`src/rtl/serial_addsub_engine.sv`:
```
// rtl/serial_addsub_engine.sv - digit-serial two's-complement adder/subtractor with start/done handshake
// Optional overflow flag built only when SERIAL_ADDSUB_OVF_EN is defined; otherwise ovf is tied to 0.
module serial_addsub_engine #(
   parameter int N = 8,
   parameter int D = 1
) (
   input  logic         clk,
   input  logic         rst,
   input  logic         start,
   input  logic         sub,
   input  logic [N-1:0] a,
   input  logic [N-1:0] b,
   output logic         busy,
   output logic         done,
   output logic [N-1:0] sum,
   output logic         cout,
   output logic         ovf
);

   localparam int DIGITS = N / D;
   localparam int CW     = (DIGITS > 1) ? $clog2(DIGITS) : 1;
   localparam logic [CW-1:0] LAST_DIGIT = CW'(DIGITS - 1);

   generate
      if (N < 2 || D < 1 || D > N || (N % D) != 0) begin : g_param_check
         $error("serial_addsub_engine: N must be >= 2 and D must divide N");
      end
   endgenerate

   typedef enum logic {
      IDLE = 1'b0,
      RUN  = 1'b1
   } state_t;

   state_t        state_q;
   state_t        state_d;
   logic [N-1:0]  a_sr;
   logic [N-1:0]  b_sr;
   logic [N-1:0]  acc_sr;
   logic          carry_q;
   logic [CW-1:0] cnt_q;
   logic [N-1:0]  sum_q;
   logic          cout_q;
   logic          done_q;

   logic [D-1:0]  a_dig;
   logic [D-1:0]  b_dig;
   logic [D:0]    dig_sum;
   logic [N-1:0]  acc_next;
   logic          accept;
   logic          step;
   logic          last;

   // D-bit ripple slice; the new digit enters the accumulator from the MSB side
   always_comb begin
      a_dig    = a_sr[D-1:0];
      b_dig    = b_sr[D-1:0];
      dig_sum  = {1'b0, a_dig} + {1'b0, b_dig} + {{D{1'b0}}, carry_q};
      acc_next = (acc_sr >> D) | (N'(dig_sum[D-1:0]) << (N - D));
   end

   always_comb begin
      state_d = state_q;
      accept  = 1'b0;
      step    = 1'b0;
      last    = 1'b0;
      case (state_q)
         IDLE: begin
            if (start) begin
               accept  = 1'b1;
               state_d = RUN;
            end
         end
         RUN: begin
            step = 1'b1;
            last = (cnt_q == LAST_DIGIT);
            if (last) begin
               state_d = IDLE;
            end
         end
         default: state_d = IDLE;
      endcase
   end

   always_ff @(posedge clk) begin
      if (!rst) begin
         state_q <= IDLE;
         a_sr    <= '0;
         b_sr    <= '0;
         acc_sr  <= '0;
         carry_q <= 1'b0;
         cnt_q   <= '0;
         sum_q   <= '0;
         cout_q  <= 1'b0;
         done_q  <= 1'b0;
      end else begin
         state_q <= state_d;
         done_q  <= step && last;
         if (accept) begin
            // subtract as a + ~b + 1: the +1 rides in on the initial carry
            a_sr    <= a;
            b_sr    <= sub ? ~b : b;
            carry_q <= sub;
            cnt_q   <= '0;
            acc_sr  <= '0;
         end else if (step) begin
            a_sr    <= a_sr >> D;
            b_sr    <= b_sr >> D;
            acc_sr  <= acc_next;
            carry_q <= dig_sum[D];
            cnt_q   <= cnt_q + CW'(1);
            if (last) begin
               sum_q  <= acc_next;
               cout_q <= dig_sum[D];
            end
         end
      end
   end

`ifdef SERIAL_ADDSUB_OVF_EN
   logic ovf_q;
   logic c_into_msb;

   // carry into the top bit recovered from the sum bit and its two addend bits
   always_comb begin
      c_into_msb = dig_sum[D-1] ^ a_dig[D-1] ^ b_dig[D-1];
   end

   always_ff @(posedge clk) begin
      if (!rst) begin
         ovf_q <= 1'b0;
      end else if (step && last) begin
         ovf_q <= c_into_msb ^ dig_sum[D];
      end
   end

   assign ovf = ovf_q;
`else
   assign ovf = 1'b0;
`endif

   assign busy = (state_q == RUN);
   assign done = done_q;
   assign sum  = sum_q;
   assign cout = cout_q;

endmodule
```
`config.mk`:
```
export PLATFORM = sky130hd
export DESIGN_NAME = serial_addsub_engine
export DESIGN_NICKNAME = d
export VERILOG_FILES = /design/src/rtl/serial_addsub_engine.sv
export SDC_FILE = /design/constraint.sdc
export NUM_CORES = 1
export LEC_CHECK = 0
export ABC_AREA = 0
export BUFFER_PORTS_ARGS = -buffer_cell sky130_fd_sc_hd__clkbuf_2
export CAP_MARGIN = 25
export CORE_ASPECT_RATIO = 0.9
export CORE_MARGIN = 4
export CORE_UTILIZATION = 30
export CTS_CLUSTER_DIAMETER = 80
export DETAILED_ROUTE_END_ITERATION = 6
export SETUP_SLACK_MARGIN = 0.4
export SYNTH_ARGS = -nofsm -noshare
export SYNTH_HDL_FRONTEND = slang
export SYNTH_SLANG_ARGS = --single-unit
```
`constraint.sdc`:
```
create_clock -name clk -period 2.9 [get_ports clk]
set_clock_uncertainty 0.1 [all_clocks]
set_input_delay 0.58 -clock clk [delete_from_list [all_inputs] [get_ports clk]]
set_output_delay 0.58 -clock clk [all_outputs]
set_load 0.1 [all_outputs]
```
==> impl_metrics.csv, run 1 <==
group,metric,value,unit
outcome,status,"finished clean",
timing,fin_crit_sh,0.7557,
global_route,grt-ovfl-total,0,
timing,worst_pin_slew,0.7217,ns
clocking,cts_resized,0,
setup_path,critical_path.cell_chain,"clkbuf_2",
synth,yosysSeqAreaShare,0.4243,
timing,fmax,456.3,MHz
timing,fin_setup_tns,0,ns
cells_and_area,final_common_cell,"dfxtp_1",
cells_and_area,n_antenna_cell,0,
placed_design,postPlaceCellArea,1953,sq um
setup_path,required,2.22,ns
job,max-cap-violations,0,
placed_design,place.gp.congestion,0.6977,
timing,rsz0062_at_grt,"no",
clocking,clockRootBuffer,"clkbuf_8",
drt,drt_pass1_iterations,4,
synth,yosysUniqueCellTypes,24,
setup_path,cp-end-kind,"output pin",
drt,routedWlPerCell,12.89,um
setup_path,critPathSlowestCell,"dfxtp_2",
clocking,cts_max_level,2,
placed_design,port_buffers,30,
drt,ant_nets,0,
pwr,p_leak,0.9321,nW
setup_path,path_delay_family,"flip-flops",
die,ios,32,
timing,slew_violations,0,
clocking,clockBufferDepth,2,
die,initial_core_util,0.3132,
synth,ys_ff_latch,38,
die,core-area,5725,sq um
pwr,peakVddDrop,0.0003323,V
drt,via_per_inst,4.787,
drt,drt_iter0_drc,42,
clocking,cts-hold-fix-buffers,0,
synth,avgSynthCellArea,10.55,sq um
die,die_y,81.34,um
die,die_area,7279,sq um
timing,whs,0.3978,ns
cells_and_area,final_util,0.3660,
setup_path,cp-start-kind,"flip-flop",
setup_path,crit_fanout,31,
timing,finalSetupViolations,0,
global_route,grt_pass1_wl,5968,um
cells_and_area,stdcell_area,2096,sq um
cells_and_area,final_cell_mix,"dfxtp_1, clkbuf_2, nand2b_1",
cells_and_area,fin_nets,215,
global_route,grt_max_degree,35,
synth,syn_area,1793,sq um
pwr,power_density,604.4,nW/um^2
setup_path,path_class,"flip-flop to output pin",
setup_path,critical_path_buf_inv_count,1,
clocking,clk_latency,0.29,ns
synth,synth_cells,170,
synth,synth_nets,193,
global_route,grtUsageTotal,0.1063,
min_path,hold_class,"flip-flop to flip-flop",
clocking,cts_setup_buffers,0,
die,row_count,26,
cells_and_area,areaGrowthSynthToFinish,16.89,%
clocking,cts_tree,"yes",
drt,via_count,1259,
clocking,path_clk_slew,0.08,ns
global_route,grt_pass1_vias,1317,
cells_and_area,post_route_cells_drive_above_1_share,0.2591,
timing,max_slew_margin,0.5179,
drt,drc,0,
synth,yosysWarnings,0,
timing,hold_viol,0,
placed_design,hpwl,2239,um
clocking,cts_sinks,38,
global_route,antenna_found_initial,0,
clocking,numCtsBuffers,5,
drt,routed_wirelength,3389,um
setup_path,max_stage_delay,0.66,ns
die,die_x,89.49,um
setup_path,worst_ep_arrival_time,1.51,ns
cells_and_area,fillers,592,
timing,fin_crit,2.192,ns
==> routing by layer <==
layer	up-vias	global-route usage	share of wire
li1	646	-	-
met1	577	0.1310	0.49
met2	29	0.1620	0.42
met3	7	0.03550	0.062
met4	0	0.05804	0.025
met5	-	0	0
==> per-stage QoR <==
stage,cells,setup WS [ns],total power (W)
CTS,263,0.6849,0.001292
global route,263,0.6059,0.001330
global placement,255,0.9143,0.0007232
finish,263,0.7084,0.001267
detailed placement,255,0.9112,0.0007259
floorplan,170,0.9619,0.0006939
==> sequential cells by signal (all words and copies together) (netlist names) <==
| register | flops |
|---|---|
| cnt_q | 3 |
| acc_sr | 7 |
| a_sr | 8 |
| done | 1 |
| b_sr | 8 |
| carry_q | 1 |
| sum | 8 |
| cout | 1 |
| busy | 1 |
==> cells by family after synthesis <==
logic type      Yosys count  synth area share
compound gates           35            0.1626
xor+xnor                  9           0.04397
fa+ha+maj                 3           0.02512
buf+inv                  17           0.05233
flops                    38            0.4243
mux                      18            0.1165
other cells               1          0.002092
simple gates             49            0.1731
==> cells in the mapped netlist (all sizes together) <==
master	number	area share
clkbuf	4	0.0084
a211oi	1	0.0042
ha	2	0.014
o21a	10	0.042
fa	1	0.011
mux2i	10	0.056
buf	13	0.044
a21boi	9	0.038
xnor2	9	0.044
nand3	7	0.020
conb	1	0.0021
nor3b	10	0.042
nor2b	2	0.0070
o211a	8	0.045
dfxtp	38	0.42
nand3b	1	0.0063
nor2	2	0.0042
nand2b	17	0.059
and3	10	0.035
o221ai	7	0.034
mux2	8	0.061
==> report_power, final <==
| group | switching (W) | internal, W | total [W] |
|---|---|---|---|
| registers | 0.0000219 | 0.000546 | 0.000568 |
| clock network | 0.000188 | 0.000367 | 0.000555 |
| logic | 0.0000731 | 0.0000706 | 0.000144 |
| total | 0.000283 | 0.000984 | 0.00127 |
==> final timing paths <==
check / cells past startpoint / endpoint / slack [ns] / start
max: 1 / busy / 0.71 / busy$_SDFF_PN0_
min: 2 / a_sr[7]$_SDFFE_PN0P_ / 0.40 / a_sr[7]$_SDFFE_PN0P_
max reg2reg: 3 / b_sr[3]$_SDFFE_PN0P_ / 1.16 / busy$_SDFF_PN0_
min reg2reg: 2 / a_sr[7]$_SDFFE_PN0P_ / 0.40 / a_sr[7]$_SDFFE_PN0P_
==> area by class of cell <==
cell class | instances | area, sq um | share of cell area
Clock inverter | 2 | 60.06 | 0.02866
Timing Repair Buffer | 32 | 165.2 | 0.07881
Sequential cell | 38 | 762.0 | 0.3636
Clock buffer | 6 | 82.58 | 0.03940
Multi-Input combinational cell | 115 | 938.4 | 0.4478
Tap cell | 70 | 87.58 | 0.04179
(Power assumes the default switching activity.)
==> run 2: changes to the inputs <==
Settings changed: ABC_AREA 0 to 1.
Clock period 2.9 ns to 2.07 ns, I/O delays scaled along.
==> run 2 against run 1 <==
Critical path depth unchanged. Design area down 5.8%. Sequential cell count unchanged. Die area down 5.2%. Largest cell class is now sequential cells. Non-clock buffer count unchanged. Utilization up 0.31 points. Cell count up 28%. First-iteration DRC count up 74%. Routed wire length down 0.12%. Register-to-register slack worse by 0.40 ns. Sequential power up 37%. Area after synthesis down 5.7%.
==> impl_metrics.csv, run 2 <==
group,metric,value,unit
pwr,peakVddDrop,0.0002466,V
synth,synthTopCellsByArea,"dfxtp_1, nand2_1, nand3_1",
synth,synth_cells,240,
min_path,hp-start,"a[7]",
drt,drc,0,
setup_path,critPathSlowestCell,"clkbuf_2",
setup_path,path_delay_family,"buffers and inverters",
synth,synth_top_family_by_area,"simple AND/OR/NAND/NOR gates",
drt,routed_wirelength,3385,um
global_route,grtUsageTotal,0.1043,
drt,via_count,1468,
timing,rsz0062_at_grt,"no",
clocking,clockBufferDepth,2,
timing,hold_viol,0,
cells_and_area,n_antenna_cell,0,
setup_path,path_class,"flip-flop to output pin",
clocking,cts_sinks,38,
synth,synth_nets,263,
setup_path,critical_path.cell_chain,"clkbuf_2",
synth,synth_mux_area_frac,0,
clocking,clockRootBuffer,"clkbuf_8",
die,die_area,6901,sq um
synth,yosysSeqAreaShare,0.4500,
placed_design,place.gp.congestion,0.7154,
job,max-cap-violations,0,
cells_and_area,final_cell_mix,"nand2_1, dfxtp_1, clkbuf_2, nand3_1",
setup_path,cp-start-kind,"flip-flop",
synth,yosysUniqueCellTypes,22,
die,die_y,79.21,um
pwr,power_density,739.8,nW/um^2
timing,fin_crit_sh,0.7721,
synth,synth_top_area_share,0.4500,
synth,synthXorXnorAreaFrac,0.005181,
setup_path,max_stage_delay,0.46,ns
timing,slew_violations,0,
global_route,antenna_found_initial,0,
die,row_count,25,
setup_path,crit_path_start,"sum[1]$_SDFFE_PN0P_",
die,die_x,87.13,um
timing,fmax,625.7,MHz
synth,async_reset_ff_frac,0,
global_route,grt_pass1_wl,5816,um
placed_design,port_buffers,30,
setup_path,r2r-start,"cnt_q[0]$_SDFFE_PP0P_",
global_route,grt-ovfl-total,0,
clocking,cts_tree,"yes",
setup_path,critical_path_buf_inv_count,1,
outcome,status,"finished clean",
setup_path,worst_ep_arrival_time,1.08,ns
cells_and_area,post_route_cells_drive_above_1_share,0.1778,
timing,fin_crit,1.598,ns
clocking,cts-hold-fix-buffers,0,
cells_and_area,areaGrowthSynthToFinish,16.80,%
global_route,grt_pass1_vias,1358,
timing,worst_pin_slew,0.5411,ns
drt,ant_nets,0,
synth,synth_common_cells,"nand2_1, dfxtp_1, nand3_1",
die,core-area,5349,sq um
synth,synth_fa_ha_area_frac,0.02665,
synth,synth_compound_area_frac,0.07920,
pwr,power,0.001461,W
die,ios,32,
clocking,cts_max_level,2,
drt,drt_iter0_drc,73,
synth,yosysWarnings,0,
timing,finalSetupViolations,0,
global_route,grt_max_degree,20,
timing,max_slew_margin,0.6408,
synth,synth-simple-area-share,0.3272,
timing,fin_setup_tns,0,ns
synth,avgSynthCellArea,7.043,sq um
synth,yosysMostFrequentCell,"nand2_1",
setup_path,required,1.56,ns
synth,synth_edf_count,0,
placed_design,hpwl,2437,um
setup_path,crit_fanout,2,
cells_and_area,final_common_cell,"nand2_1",
die,initial_core_util,0.3160,
pwr,p_leak,1.023,nW
cells_and_area,multi_input_area,744.5,sq um
drt,drt_pass1_iterations,4,
clocking,clk_latency,0.28,ns
cells_and_area,fin_nets,292,
drt,routedWlPerCell,10.04,um
synth,ys_ff_latch,38,
synth,yosysTopAreaCell,"dfxtp_1",
min_path,hold_class,"primary input to flip-flop",
cells_and_area,fillers,569,
cells_and_area,register_area,764.5,sq um
clocking,path_clk_slew,0.07,ns
drt,via_per_inst,4.356,
setup_path,cp-end-kind,"output pin",
synth,ys.flop_type,"dfxtp_1",
synth,syn_area,1690,sq um
clocking,numCtsBuffers,5,
-- run 2: cell count changes in the layout (fill, tap and decap cells not counted), moves of 17 or more --
cell / change
nand2_1: +101
a21oi_1: +25
nand2b_1: -17
nand3_1: +20
inv_1: +25
-- run 2: cells by family after synthesis --
kind of cell	count (synthesis)
flip-flops	38
buffers and inverters	38
other	1
AO/OA/AOI/OAI	26
AND/OR/NAND/NOR	133
adder cells (fa/ha/maj)	3
XOR/XNOR	1
-- run 2: report_power, final --
group,internal (W),switching [W],total (W)
clock,0.000268,0.000256,0.000523
combinational,0.0000577,0.000103,0.000161
sequential,0.000755,0.0000224,0.000777
total,0.00108,0.000381,0.00146
-- run 2: timing repair --
item / 4_1_cts / 5_1_grt
hold endpoints to repair: 0 / 0
setup endpoints to repair: 1 / 0
setup buffers: 0 / 0
resized for setup: 1 / 0
-- run 2: cell type report --
type | count | share of cell area
inverters | 28 | 0.05387
clock inverters | 2 | 0.006337
flip-flops and latches | 38 | 0.3872
well taps | 67 | 0.04246
repair buffers | 32 | 0.09126
multi-input cells | 164 | 0.3771
clock buffers | 6 | 0.04183
-- run 2: worst min-delay path, cell delays in order --
cell and delay (ns):
clkbuf_2 0.08, nand2_1 0.05, a21oi_1 0.05
-- run 2: stage by stage --
stage	std cells	hold slack, ns	setup WS (ns)	cell area, sq um	utilization
2_1_floorplan	240	0.3191	0.6016	1692	-
3_3_place_gp	329	0.3359	0.6134	1877	0.3509
3_5_place_dp	329	0.3378	0.5716	1877	0.3509
4_1_cts	337	0.2473	0.4576	1974	0.3691
5_1_grt	337	0.2521	0.4159	1974	0.3691
6_report	337	0.2521	0.4717	1974	0.3691
-- run 2: final timing paths --
check,end,slack (ns),cells after the start
setup reg to reg,sum[4]$_SDFFE_PN0P_,0.76,6
hold / removal,a_sr[7]$_SDFFE_PN0P_,0.25,3
hold reg to reg,sum[0]$_SDFFE_PN0P_,0.35,2
setup / recovery,sum[1],0.47,1
-- run 2: layer usage --
layer  vias up  share of wire  global-route usage
li1        796              -                   -
met1       641           0.48              0.1332
met2        29           0.46              0.1684
met3         2          0.049             0.02490
met4         0         0.0086             0.04141
met5         -              0                   0
